$ cat config.mk
export PLATFORM = sky130hd
export DESIGN_NAME = count_game_ctrl
export DESIGN_NICKNAME = d
export VERILOG_FILES = /design/src/rtl/count_game_pkg.sv /design/src/rtl/count_game_ctrl_key_debounce.sv /design/src/rtl/count_game_ctrl.sv
export SDC_FILE = /design/constraint.sdc
export NUM_CORES = 1
export LEC_CHECK = 0
export BUFFER_PORTS_ARGS = -buffer_cell sky130_fd_sc_hd__buf_2
export CAP_MARGIN = 0
export CELL_PAD_IN_SITES_DETAIL_PLACEMENT = 1
export CELL_PAD_IN_SITES_GLOBAL_PLACEMENT = 1
export CORE_MARGIN = 5
export CORE_UTILIZATION = 48
export CTS_CLUSTER_DIAMETER = 100
export DETAILED_ROUTE_END_ITERATION = 8
export GPL_TIMING_DRIVEN = 1
export PLACE_DENSITY = 0.87
export SYNTH_ARGS = -nofsm -noshare
export SYNTH_HDL_FRONTEND = slang
export SYNTH_SLANG_ARGS = --single-unit
$ cat constraint.sdc
create_clock -name clk -period 2 [get_ports clk]
set_input_delay 0.2 -clock clk [delete_from_list [all_inputs] [get_ports clk]]
set_output_delay 0.2 -clock clk [all_outputs]
set_load 0.01 [all_outputs]
$ cat src/rtl/count_game_pkg.sv
// Shared types and constants for the count_game sequencer.
package count_game_pkg;

  typedef enum logic [1:0] {IDLE, COUNT, PAUSE, DONE} state_t;

  localparam logic [2:0] BLANK_CODE = 3'd7;
  localparam logic [2:0] MAX_DIGIT  = 3'd6;

endpackage

$ cat src/rtl/count_game_ctrl_key_debounce.sv
// Per-key 2-flop synchronizer, stable-sample debouncer and rising-edge pulse.
module key_debounce #(
  parameter int DEB_CYCLES = 20
) (
  input  logic clk,
  input  logic rst,
  input  logic key,
  output logic pulse
);

  localparam int CW = $clog2(DEB_CYCLES + 1);

  logic [1:0]    sync;
  logic [CW-1:0] cnt;
  logic          level;

  // cnt counts consecutive synchronized samples that disagree with level
  always_ff @(posedge clk or posedge rst) begin
    if (rst) begin
      sync  <= '0;
      cnt   <= '0;
      level <= 1'b0;
      pulse <= 1'b0;
    end else begin
      sync  <= {sync[0], key};
      pulse <= 1'b0;
      if (sync[1] == level) begin
        cnt <= '0;
      end else if (cnt == CW'(DEB_CYCLES - 1)) begin
        cnt   <= '0;
        level <= sync[1];
        pulse <= sync[1];
      end else begin
        cnt <= cnt + CW'(1);
      end
    end
  end

endmodule

$ cat src/rtl/count_game_ctrl.sv
// count_game sequencer: debounced start/pause keys, 1 Hz countdown, digit code out.
// Define COUNT_GAME_BLINK_EN to blink the final 0 in DONE every BLINK_DIV cycles.
module count_game_ctrl
  import count_game_pkg::*;
#(
  parameter int TICK_DIV   = 1000,
  parameter int START_VAL  = 6,
  parameter int DEB_CYCLES = 20,
  parameter int BLINK_DIV  = 250
) (
  input  logic       clk,
  input  logic       rst,
  input  logic       key_start,
  input  logic       key_pause,
  output logic [2:0] num,
  output logic       busy,
  output logic       done,
  output logic       step
);

  localparam int         TW          = $clog2(TICK_DIV);
  localparam logic [2:0] START_DIGIT = (START_VAL > int'(MAX_DIGIT)) ? MAX_DIGIT : 3'(START_VAL);

  state_t        state;
  logic [2:0]    digit;
  logic [TW-1:0] tick_cnt;
  logic [1:0]    key_p;   // [0] start, [1] pause

`ifdef COUNT_GAME_BLINK_EN
  localparam int BW = (BLINK_DIV > 1) ? $clog2(BLINK_DIV) : 1;
  logic [BW-1:0] blink_cnt;
`endif

  key_debounce #(.DEB_CYCLES(DEB_CYCLES)) u_key_deb [1:0] (
    .clk   (clk),
    .rst   (rst),
    .key   ({key_pause, key_start}),
    .pulse (key_p)
  );

  always_ff @(posedge clk or posedge rst) begin
    if (rst) begin
      state    <= IDLE;
      digit    <= START_DIGIT;
      tick_cnt <= '0;
      num      <= BLANK_CODE;
      busy     <= 1'b0;
      done     <= 1'b0;
      step     <= 1'b0;
`ifdef COUNT_GAME_BLINK_EN
      blink_cnt <= '0;
`endif
    end else begin
      step <= 1'b0;
      // start wins over pause and restarts the game from any state
      if (key_p[0]) begin
        state    <= COUNT;
        digit    <= START_DIGIT;
        tick_cnt <= '0;
        num      <= START_DIGIT;
        busy     <= 1'b1;
        done     <= 1'b0;
      end else begin
        case (state)
          COUNT: begin
            if (key_p[1]) begin
              state <= PAUSE;
            end else if (tick_cnt == TW'(TICK_DIV - 1)) begin
              tick_cnt <= '0;
              step     <= 1'b1;
              if (digit != 3'd0) begin
                digit <= digit - 3'd1;
                num   <= digit - 3'd1;
              end else begin
                state <= DONE;
                num   <= 3'd0;
                busy  <= 1'b0;
                done  <= 1'b1;
`ifdef COUNT_GAME_BLINK_EN
                blink_cnt <= '0;
`endif
              end
            end else begin
              tick_cnt <= tick_cnt + TW'(1);
            end
          end
          PAUSE: begin
            if (key_p[1]) state <= COUNT;
          end
          DONE: begin
`ifdef COUNT_GAME_BLINK_EN
            if (blink_cnt == BW'(BLINK_DIV - 1)) begin
              blink_cnt <= '0;
              num       <= (num == BLANK_CODE) ? 3'd0 : BLANK_CODE;
            end else begin
              blink_cnt <= blink_cnt + BW'(1);
            end
`endif
          end
          default: ;
        endcase
      end
    end
  end

endmodule

==> results.sh, run 1 <==
export IMPL_cts_root_buf="clkbuf_8"
export IMPL_grt_overflow=0
export IMPL_wl_per_cell_um=15.70
export IMPL_syn_avg_cell_area_um2=11.03
export IMPL_cts_sinks=39
export IMPL_slew_headroom_pct=67.75
export IMPL_p_leak_uw=0.0009655
export IMPL_synthesis_nets=177
export IMPL_design_core_area_um2=3689
export IMPL_endpoint_kind="flip-flop"
export IMPL_antenna_found_initial=0
export IMPL_drv_slew=0
export IMPL_postCtsSetupBuffers=0
export IMPL_via_per_inst=5.556
export IMPL_cts_buffer_depth=2
export IMPL_clock_latency_ns=0.30
export IMPL_multi_input_area_um2=795.8
export IMPL_dpl_hpwl_mm=2.579
export IMPL_syn_to_final_growth_pct=12.10
export IMPL_seq_area_frac_synth_pct=53.66
export IMPL_cellPowerDensity_nw_per_um2=830.1
export IMPL_dr_first_iter_drc_count=73
export IMPL_final_setup_tns_ns=0
export IMPL_clock_fmax_mhz=549.3
export IMPL_start_util_pct=49.63
export IMPL_vdd_drop_max_uv=501.9
export IMPL_htree_levels=2
export IMPL_drv_cap=0
export IMPL_ys_warn_count=0
export IMPL_drive_gt1_share_pct=18.48
export IMPL_grt_max_degree=40
export IMPL_finalSetupViolCount=0
export IMPL_drt_first_pass_iters=4
export IMPL_io_pins=10
export IMPL_port_buffers=9
export IMPL_antenna_left=0
export IMPL_grt_pass1_wl_mm=6.706
export IMPL_postCtsHoldBufs=2
export IMPL_mostFrequentLayoutCells="dfrtp_1 (34), nor2_1 (15), xor2_1 (12)"
export IMPL_synth_distinct_cells=38
export IMPL_diodes=0
export IMPL_run_status="finished, final reports clean"
export IMPL_final_fill_count=424
export IMPL_fin_crit_sh_pct=91.03
export IMPL_place_gp_congestion=0.7795
export IMPL_seqCellArea_um2=982.2
export IMPL_rsz0062_at_grt="false"
export IMPL_die_area_um2=5149
export IMPL_crit_arrival_ns=2.04
export IMPL_synth_area_um2=1831
export IMPL_worstPathRequired_ns=2.22
export IMPL_numCtsBuffers=5
export IMPL_start_kind="flip-flop"
export IMPL_finalWirelength_mm=3.643
export IMPL_synth_ff_type="dfrtp_1"
export IMPL_grt_pass1_vias=1396
export IMPL_ys_ff_latch=39
export IMPL_drc=0
export IMPL_die_w_um=71.76
export IMPL_hold_viol_final=0
export IMPL_die_height_um=71.76
export IMPL_utilization_pct=55.63
export IMPL_critPathKind="reg2reg"
export IMPL_row_count=22
export IMPL_track_usage_pct=17.13
export IMPL_cts_resized=0
export IMPL_skew_ns=0.003512
export IMPL_mostFrequentLayoutCell="dfrtp_1"
export IMPL_min_path_type="in2async"
export IMPL_clkTransAtPathRegs_ns=0.08
export IMPL_syn_inst=166
export IMPL_cts_tree="yes"
export IMPL_vias=1289
export IMPL_critPathMaxFanout=6
export IMPL_fin_nets=194
export IMPL_async_reset_ff_share_pct=100.0
export IMPL_layout_min_cycle_time_ns=1.821
export IMPL_tightest_slew_ns=0.4838
export IMPL_synth_edf_count=0
[metrics by stage]
step | std cells | hold WS (ns) | power (uW) | worst slack (ns) | instance area (um2)
2_1_floorplan | 166 | 0.2314 | 1104 | 0.3804 | 1831
3_3_place_gp | 222 | 0.3113 | 1152 | 0.3081 | 1943
3_5_place_dp | 222 | 0.3143 | 1186 | 0.1892 | 1943
4_1_cts | 232 | 0.01534 | 1735 | 0.1580 | 2052
5_1_grt | 232 | 0.04653 | 1823 | 0.03786 | 2052
6_report | 232 | 0.01133 | 1703 | 0.1795 | 2052
[logic make-up (layout without fill, tap and decap cells)]
family / Yosys count / after routing / share of synthesized area [%]
and+or+nand+nor: 64 / 64 / 19.14
DFF: 39 / 39 / 53.66
AOI/OAI and AO/OA: 25 / 25 / 9.911
xor gates and xnor gates: 15 / 15 / 7.177
buffers and inverters: 12 / 30 / 2.870
adders and majority gates: 7 / 7 / 4.784
muxes: 4 / 4 / 2.461
[cell type report]
class / count / area share, %
clock buffer: 5 / 3.354
clock inverter: 3 / 0.9756
inverter: 6 / 1.098
multi-input combinational: 115 / 38.78
sequential: 39 / 47.87
tap: 48 / 2.927
timing repair buffer: 16 / 5.000
[state kept, by name, summed over array words and instances (netlist names)]
name and flops:
u_key_deb.sync 4, step 1, num 3, busy 1, done 1, tick_cnt 10
u_key_deb.pulse 2, state 2, u_key_deb.cnt 10, digit 3, u_key_deb.level 2
[synthesized netlist by cell type (2+ instances only)]
library cell   n  area share [%]
dfrtp_1       34              46
nor2_1        15             3.1
xor2_1        12             5.7
nand3_1       10             2.7
ha_1           7             4.8
nand2_1        7             1.4
nor3_1         7             1.9
a21oi_1        6             1.6
inv_1          6             1.2
dfstp_2        5             7.2
and2_1         4             1.4
and4_1         4             1.9
mux2_2         4             2.5
nand2b_1       4             1.4
nor2b_1        4             1.4
o2111ai_1      4             1.9
buf_2          3            0.82
o211ai_1       3             1.2
o21ai_0        3            0.82
xnor2_1        3             1.4
nand4_1        2            0.68
nor3b_1        2            0.82
o21bai_1       2            0.82
[report_power, final]
group / switching (uW) / internal (uW) / total, uW
logic: 135 / 119 / 254
clock network: 289 / 242 / 531
registers: 68.9 / 849 / 918
total: 493 / 1210 / 1700
[final timing paths]
kind | cells after the start | start | end | slack (ns)
max | 7 | state[1]$_DFFE_PP0P_ | tick_cnt[7]$_DFFE_PP0P_ | 0.18
min | 3 | rst | state[1]$_DFFE_PP0P_ | 0.01
max reg2reg | 7 | state[1]$_DFFE_PP0P_ | tick_cnt[7]$_DFFE_PP0P_ | 0.18
min reg2reg | 0 | u_key_deb[0].sync[0]$_DFF_PP0_ | u_key_deb[0].sync[1]$_DFF_PP0_ | 0.36
max in group asynchronous | 3 | rst | num[0]$_DFFE_PP1P_ | 1.63
min in group clk | 0 | u_key_deb[0].sync[0]$_DFF_PP0_ | u_key_deb[0].sync[1]$_DFF_PP0_ | 0.36
[per-layer routing]
metal	part of all wire (%)	vias up	GRT usage, %
met1	42	653	19.25
met3	3.4	6	5.470
met4	2.0	0	7.516
met2	52	13	29.59
li1	-	617	-
met5	0	-	0
[worst max-delay path, stage by stage, from the launching register on]
cell and delay (ns):
dfrtp_1 0.41, inv_1 0.06, ha_1 0.18, nor2b_1 0.25, buf_4 0.19, o211ai_1 0.10
or3b_1 0.37, a31oi_1 0.17
No activity file was read; power rests on OpenSTA's default activity.
==> run 2, diff against run 1 <==
--- a/config.mk
+++ b/config.mk
@@ -10,11 +10,11 @@
 export CELL_PAD_IN_SITES_DETAIL_PLACEMENT = 1
 export CELL_PAD_IN_SITES_GLOBAL_PLACEMENT = 1
 export CORE_MARGIN = 5
-export CORE_UTILIZATION = 48
+export CORE_UTILIZATION = 43
 export CTS_CLUSTER_DIAMETER = 100
 export DETAILED_ROUTE_END_ITERATION = 8
 export GPL_TIMING_DRIVEN = 1
-export PLACE_DENSITY = 0.87
+export PLACE_DENSITY = 0.83
 export SYNTH_ARGS = -nofsm -noshare
 export SYNTH_HDL_FRONTEND = slang
 export SYNTH_SLANG_ARGS = --single-unit
==> constraint.sdc (replaced) <==
create_clock -name clk -period 1.6 [get_ports clk]
set_input_delay 0.16 -clock clk [delete_from_list [all_inputs] [get_ports clk]]
set_output_delay 0.16 -clock clk [all_outputs]
set_load 0.01 [all_outputs]
==> results.sh, run 2 (same netlist as run 1, synthesis figures left out) <==
export IMPL_syn_to_final_growth_pct=33.36
export IMPL_die_w_um=75.25
export IMPL_worstPathRequired_ns=1.78
export IMPL_htree_levels=2
export IMPL_design_core_area_um2=4058
export IMPL_antenna_left=0
export IMPL_place_gp_congestion=0.8091
export IMPL_utilization_pct=60.16
export IMPL_cts_tree="yes"
export IMPL_endpoint_kind="flip-flop"
export IMPL_tightest_slew_ns=0.4820
export IMPL_drt_first_pass_iters=4
export IMPL_drv_cap=0
export IMPL_clkTransAtPathRegs_ns=0.08
export IMPL_die_height_um=75.25
export IMPL_crit_path_cell_trace="nor3b_4, nand3_4, o41ai_4, mux2_4"
export IMPL_wl_per_cell_um=18.86
export IMPL_grt_pass1_wl_mm=7.886
export IMPL_fin_ws_ns=-0.08994
export IMPL_crit_arrival_ns=1.87
export IMPL_port_buffers=9
export IMPL_critPathMaxFanout=2
export IMPL_drv_slew=0
export IMPL_finalSetupViolCount=6
export IMPL_crit_path_top_delay_cell="dfrtp_1"
export IMPL_min_path_type="reg2reg"
export IMPL_io_pins=10
export IMPL_row_count=23
export IMPL_drc=0
export IMPL_grt_max_degree=40
export IMPL_fin_nets=223
export IMPL_diodes=0
export IMPL_layout_min_cycle_time_ns=1.690
export IMPL_run_status="finished, violations left"
export IMPL_mostFrequentLayoutCell="dfrtp_1"
export IMPL_reg_top3="tick_cnt x10, u_key_deb.cnt x10, u_key_deb.sync x4"
export IMPL_cts_buffer_depth=2
export IMPL_cts_sinks=39
export IMPL_skew_ns=0.01010
export IMPL_clock_latency_ns=0.30
export IMPL_grt_overflow=0
export IMPL_rsz0062_at_grt="true"
export IMPL_antenna_found_initial=0
export IMPL_cp_slowest_stage_delay_ns=0.41
export IMPL_fin_crit_sh_pct=105.6
export IMPL_start_kind="flip-flop"
export IMPL_p_leak_uw=0.001147
export IMPL_dpl_hpwl_mm=3.185
export IMPL_die_area_um2=5662
export IMPL_vias=1456
export IMPL_vdd_drop_max_uv=765.0
export IMPL_critPathKind="reg2reg"
export IMPL_slew_headroom_pct=67.87
export IMPL_layoutNonFillerInstCount=263
export IMPL_start_util_pct=45.11
export IMPL_cellPowerDensity_nw_per_um2=1068
export IMPL_mostFrequentLayoutCells="dfrtp_1 (34), buf_4 (31), nor2_1 (15)"
export IMPL_dpl_cell_count=243
export IMPL_finalWirelength_mm=4.959
export IMPL_via_per_inst=5.536
export IMPL_grt_pass1_vias=1666
export IMPL_numCtsBuffers=5
export IMPL_clock_fmax_mhz=591.7
export IMPL_track_usage_pct=18.89
export IMPL_hold_viol_final=0
export IMPL_violations="setup timing"
export IMPL_drive_gt1_share_pct=38.03
export IMPL_design_area_um2=2441
export IMPL_dr_first_iter_drc_count=40
export IMPL_cts_root_buf="clkbuf_8"
export IMPL_dpl_instance_area_um2=2088
-- run 2: cell types whose count changed in the layout (fill, tap and decap cells not counted), moves of 3 or more --
cell and change:
buf_4 +26, ha_1 -4, a21oi_1 -3, a21oi_2 +3, ha_2 +3
-- run 2: area by class of cell --
type                    instances  area, um2
clock buffers                   6      72.57
clock inverters                 2      37.54
well taps                      50      62.56
inverters                       6      22.52
repair buffers                 45      330.3
multi-input cells             115      933.4
fillers                       434       1617
flip-flops and latches         39      982.2
-- run 2: worst max-delay path: cells and delay by family, from the launching register on --
kind	cells	cell delay (ns)
multiplexers	1	0.34
flip-flops	1	0.41
AND/OR/NAND/NOR	2	0.44
AO/OA/AOI/OAI	1	0.39
-- run 2: stage by stage --
| stage | setup TNS (ns) | hold WS [ns] | power [uW] | setup slack (ns) |
|---|---|---|---|---|
| 6_report | -0.2520 | 0.3622 | 2606 | -0.08994 |
| 5_1_grt | -1.414 | 0.3833 | 2737 | -0.1364 |
| 4_1_cts | -0.03440 | 0.3646 | 2485 | -0.01214 |
| 3_5_place_dp | -1.014 | 0.2734 | 1571 | -0.1415 |
| 3_3_place_gp | -0.006610 | 0.2716 | 1515 | -0.002565 |
| 2_1_floorplan | 0 | 0.1914 | 1383 | 0.001742 |
-- run 2: repair_timing --
action / 4_1_cts / 5_1_grt
endpoints found under the setup margin: 15 / 17
resized for setup: 18 / 16
hold buffers: 3 / 0
pin swaps: 2 / 8
endpoints found under the hold margin: 25 / 0
buffers inserted: 2 / 7
-- run 2: power by group --
group	leakage (uW)	switching (uW)	total (uW)	internal [uW]
clock	0.0000514	351	816	465
sequential	0.000498	67.3	1130	1060
combinational	0.000598	320	661	341
-- run 2: layer usage --
layer / track usage [%] / up-vias / part of all wire (%)
li1: - / 672 / -
met5: 0 / - / 0
met1: 19.85 / 750 / 38
met3: 6.142 / 10 / 2.6
met2: 35.20 / 24 / 58
met4: 6.408 / 0 / 1.6
-- run 2: worst paths after layout --
path                                                 from                        endpoint  slack (ns)  depth (start not counted)
setup / recovery                  tick_cnt[4]$_DFFE_PP0P_            state[1]$_DFFE_PP0P_       -0.09                          4
max in group asynchronous                             rst            digit[1]$_DFFE_PP1P_        0.70                          4
hold / removal             u_key_deb[1].sync[0]$_DFF_PP0_  u_key_deb[1].sync[1]$_DFF_PP0_        0.36                          0
min in group asynchronous                             rst  u_key_deb[0].sync[0]$_DFF_PP0_        0.53                          4
hold reg to reg            u_key_deb[1].sync[0]$_DFF_PP0_  u_key_deb[1].sync[1]$_DFF_PP0_        0.36                          0
setup reg to reg                  tick_cnt[4]$_DFFE_PP0P_            state[1]$_DFFE_PP0P_       -0.09                          4
==> run 3, diff against run 2 <==
--- a/config.mk
+++ b/config.mk
@@ -5,12 +5,13 @@
 export SDC_FILE = /design/constraint.sdc
 export NUM_CORES = 1
 export LEC_CHECK = 0
+export ABC_CLOCK_PERIOD_IN_PS = 1600
 export BUFFER_PORTS_ARGS = -buffer_cell sky130_fd_sc_hd__buf_2
 export CAP_MARGIN = 0
-export CELL_PAD_IN_SITES_DETAIL_PLACEMENT = 1
-export CELL_PAD_IN_SITES_GLOBAL_PLACEMENT = 1
+export CELL_PAD_IN_SITES_DETAIL_PLACEMENT = 0
+export CELL_PAD_IN_SITES_GLOBAL_PLACEMENT = 2
 export CORE_MARGIN = 5
-export CORE_UTILIZATION = 43
+export CORE_UTILIZATION = 36
 export CTS_CLUSTER_DIAMETER = 100
 export DETAILED_ROUTE_END_ITERATION = 8
 export GPL_TIMING_DRIVEN = 1
==> results.sh, run 3 (same netlist as run 1, synthesis figures left out) <==
export IMPL_run_status="finished, violations left"
export IMPL_violations="setup timing"
export IMPL_worstPathRequired_ns=1.77
export IMPL_start_kind="flip-flop"
export IMPL_io_pins=10
export IMPL_grt_pass1_wl_mm=6.003
export IMPL_mostFrequentLayoutCells="dfrtp_1 (34), buf_4 (28), nor2_1 (15)"
export IMPL_skew_ns=0.002956
export IMPL_clockPowerShare_pct=33.2
export IMPL_cts_sinks=39
export IMPL_power_frac_comb_pct=21.4
export IMPL_vias=1350
export IMPL_antenna_left=0
export IMPL_grt_overflow=0
export IMPL_critPathKind="reg2reg"
export IMPL_tightest_slew_ns=0.4726
export IMPL_cts_root_buf="clkbuf_8"
export IMPL_utilization_pct=48.48
export IMPL_dr_first_iter_drc_count=33
export IMPL_swShare_pct=25.09
export IMPL_fin_ws_ns=-0.05861
export IMPL_drc=0
export IMPL_start_util_pct=36.54
export IMPL_diodes=0
export IMPL_dpl_hpwl_mm=2.457
export IMPL_cts_tree="yes"
export IMPL_finalWirelength_mm=3.520
export IMPL_cellPowerDensity_nw_per_um2=1023
export IMPL_crit_path_top_delay_cell="o41ai_4"
export IMPL_via_per_inst=4.787
export IMPL_endpoint_kind="flip-flop"
export IMPL_syn_to_final_growth_pct=32.67
export IMPL_path_buf_inv=0
export IMPL_fin_crit_sh_pct=103.7
export IMPL_dpl_cell_count=265
export IMPL_switchingPower_uw=623.2
export IMPL_drive_gt1_share_pct=35.38
export IMPL_p_seq_share_pct=45.4
export IMPL_drv_slew=0
export IMPL_final_fill_count=483
export IMPL_critPathMaxFanout=4
export IMPL_die_height_um=81.31
export IMPL_grt_max_degree=40
export IMPL_clock_fmax_mhz=602.9
export IMPL_pre_cts_ws_ns=-0.07238
export IMPL_hold_viol_final=0
export IMPL_slew_headroom_pct=68.49
export IMPL_intPower_uw=1861
export IMPL_drv_cap=0
export IMPL_cp_slowest_stage_delay_ns=0.42
export IMPL_row_count=26
export IMPL_finalSetupViolCount=3
export IMPL_layoutNonFillerInstCount=282
export IMPL_path_delay_family="compound AO/OA/AOI/OAI gates"
export IMPL_track_usage_pct=11.62
export IMPL_mostFrequentLayoutCell="dfrtp_1"
export IMPL_clock_latency_ns=0.28
export IMPL_clkTransAtPathRegs_ns=0.07
export IMPL_port_buffers=9
export IMPL_grt_pass1_vias=1365
export IMPL_crit_path_cell_trace="ha_2, and2_4, nand3_4, o41ai_4, mux2_4"
export IMPL_htree_levels=2
export IMPL_wl_per_cell_um=12.48
export IMPL_cts_buffer_depth=2
export IMPL_vdd_drop_max_uv=688.9
export IMPL_fin_nets=222
export IMPL_numCtsBuffers=5
export IMPL_place_gp_congestion=0.8069
export IMPL_p_leak_uw=0.001141
export IMPL_crit_arrival_ns=1.83
export IMPL_min_path_type="reg2reg"
export IMPL_reg_top3="tick_cnt x10, u_key_deb.cnt x10, u_key_deb.sync x4"
export IMPL_antenna_found_initial=0
export IMPL_final_setup_tns_ns=-0.1169
export IMPL_rsz0062_at_grt="true"
export IMPL_design_core_area_um2=5010
export IMPL_die_w_um=81.31
export IMPL_drt_first_pass_iters=4
export IMPL_layout_min_cycle_time_ns=1.659
export IMPL_die_area_um2=6611
==> run 3: changes by cell type in the layout (fill, tap and decap cells not counted), sizes merged <==
cell and delta:
buf -1, clkinv +1, clkinvlp -1
==> run 3: routing by layer <==
metal	vias to the layer above	track usage (%)	part of all wire [%]	wire length (um)
li1	668	-	-	-
met1	663	14.30	44	1566
met2	14	20.11	51	1798
met3	5	3.326	3.5	122
met4	0	2.534	0.94	33
met5	-	0	0	0
==> run 3: layout make-up <==
type / count / area [um2] / area share [%]
Timing Repair Buffer: 44 / 330.3 / 13.60
Inverter: 6 / 22.52 / 0.9274
Multi-Input combinational cell: 115 / 888.4 / 36.58
Clock buffer: 6 / 82.58 / 3.400
Tap cell: 70 / 87.58 / 3.606
Clock inverter: 2 / 35.03 / 1.443
Sequential cell: 39 / 982.2 / 40.44
==> run 3: stage by stage <==
stage / hold slack, ns / area (um2) / total power, uW
final: 0.3546 / 2429 / 2484
after global routing: 0.3731 / 2429 / 2632
after CTS: 0.3573 / 2293 / 2416
after detailed placement: 0.2693 / 2128 / 1560
after global placement: 0.2717 / 2128 / 1530
after floorplan: 0.1914 / 1833 / 1383
==> run 3: power by group through the flow <==
stage / Sequential, uW / Clock, uW / Combinational (uW)
after global routing: 1140 / 893 / 602
after detailed placement: 1140 / 0 / 422
after CTS: 1120 / 851 / 446
final: 1130 / 825 / 532
after global placement: 1130 / 0 / 402
after floorplan: 1140 / 0 / 242
==> run 3: worst reg2reg max path, cell delays in order (launching register included) <==
cell and delay, ns:
dfrtp_1 0.36, ha_2 0.18, and2_4 0.17, nand3_4 0.09, o41ai_4 0.42, mux2_4 0.33
==> run 3: timing repair <==
action / 4_1_cts / 5_1_grt
endpoints found under the hold margin: 35 / 0
hold buffers: 3 / 0
pin swaps: 0 / 14
resized for setup: 1 / 26
endpoints found under the setup margin: 7 / 17
setup buffers: 2 / 4
==> run 3: final timing paths <==
kind	start	cells after the start	slack (ns)	to
setup / recovery	tick_cnt[1]$_DFFE_PP0P_	5	-0.06	state[1]$_DFFE_PP0P_
hold / removal	u_key_deb[1].sync[0]$_DFF_PP0_	0	0.35	u_key_deb[1].sync[1]$_DFF_PP0_
setup reg to reg	tick_cnt[1]$_DFFE_PP0P_	5	-0.06	state[1]$_DFFE_PP0P_
hold reg to reg	u_key_deb[1].sync[0]$_DFF_PP0_	0	0.35	u_key_deb[1].sync[1]$_DFF_PP0_
max in group asynchronous	rst	4	0.72	num[2]$_DFFE_PP1P_
min in group asynchronous	rst	4	0.53	u_key_deb[0].sync[0]$_DFF_PP0_
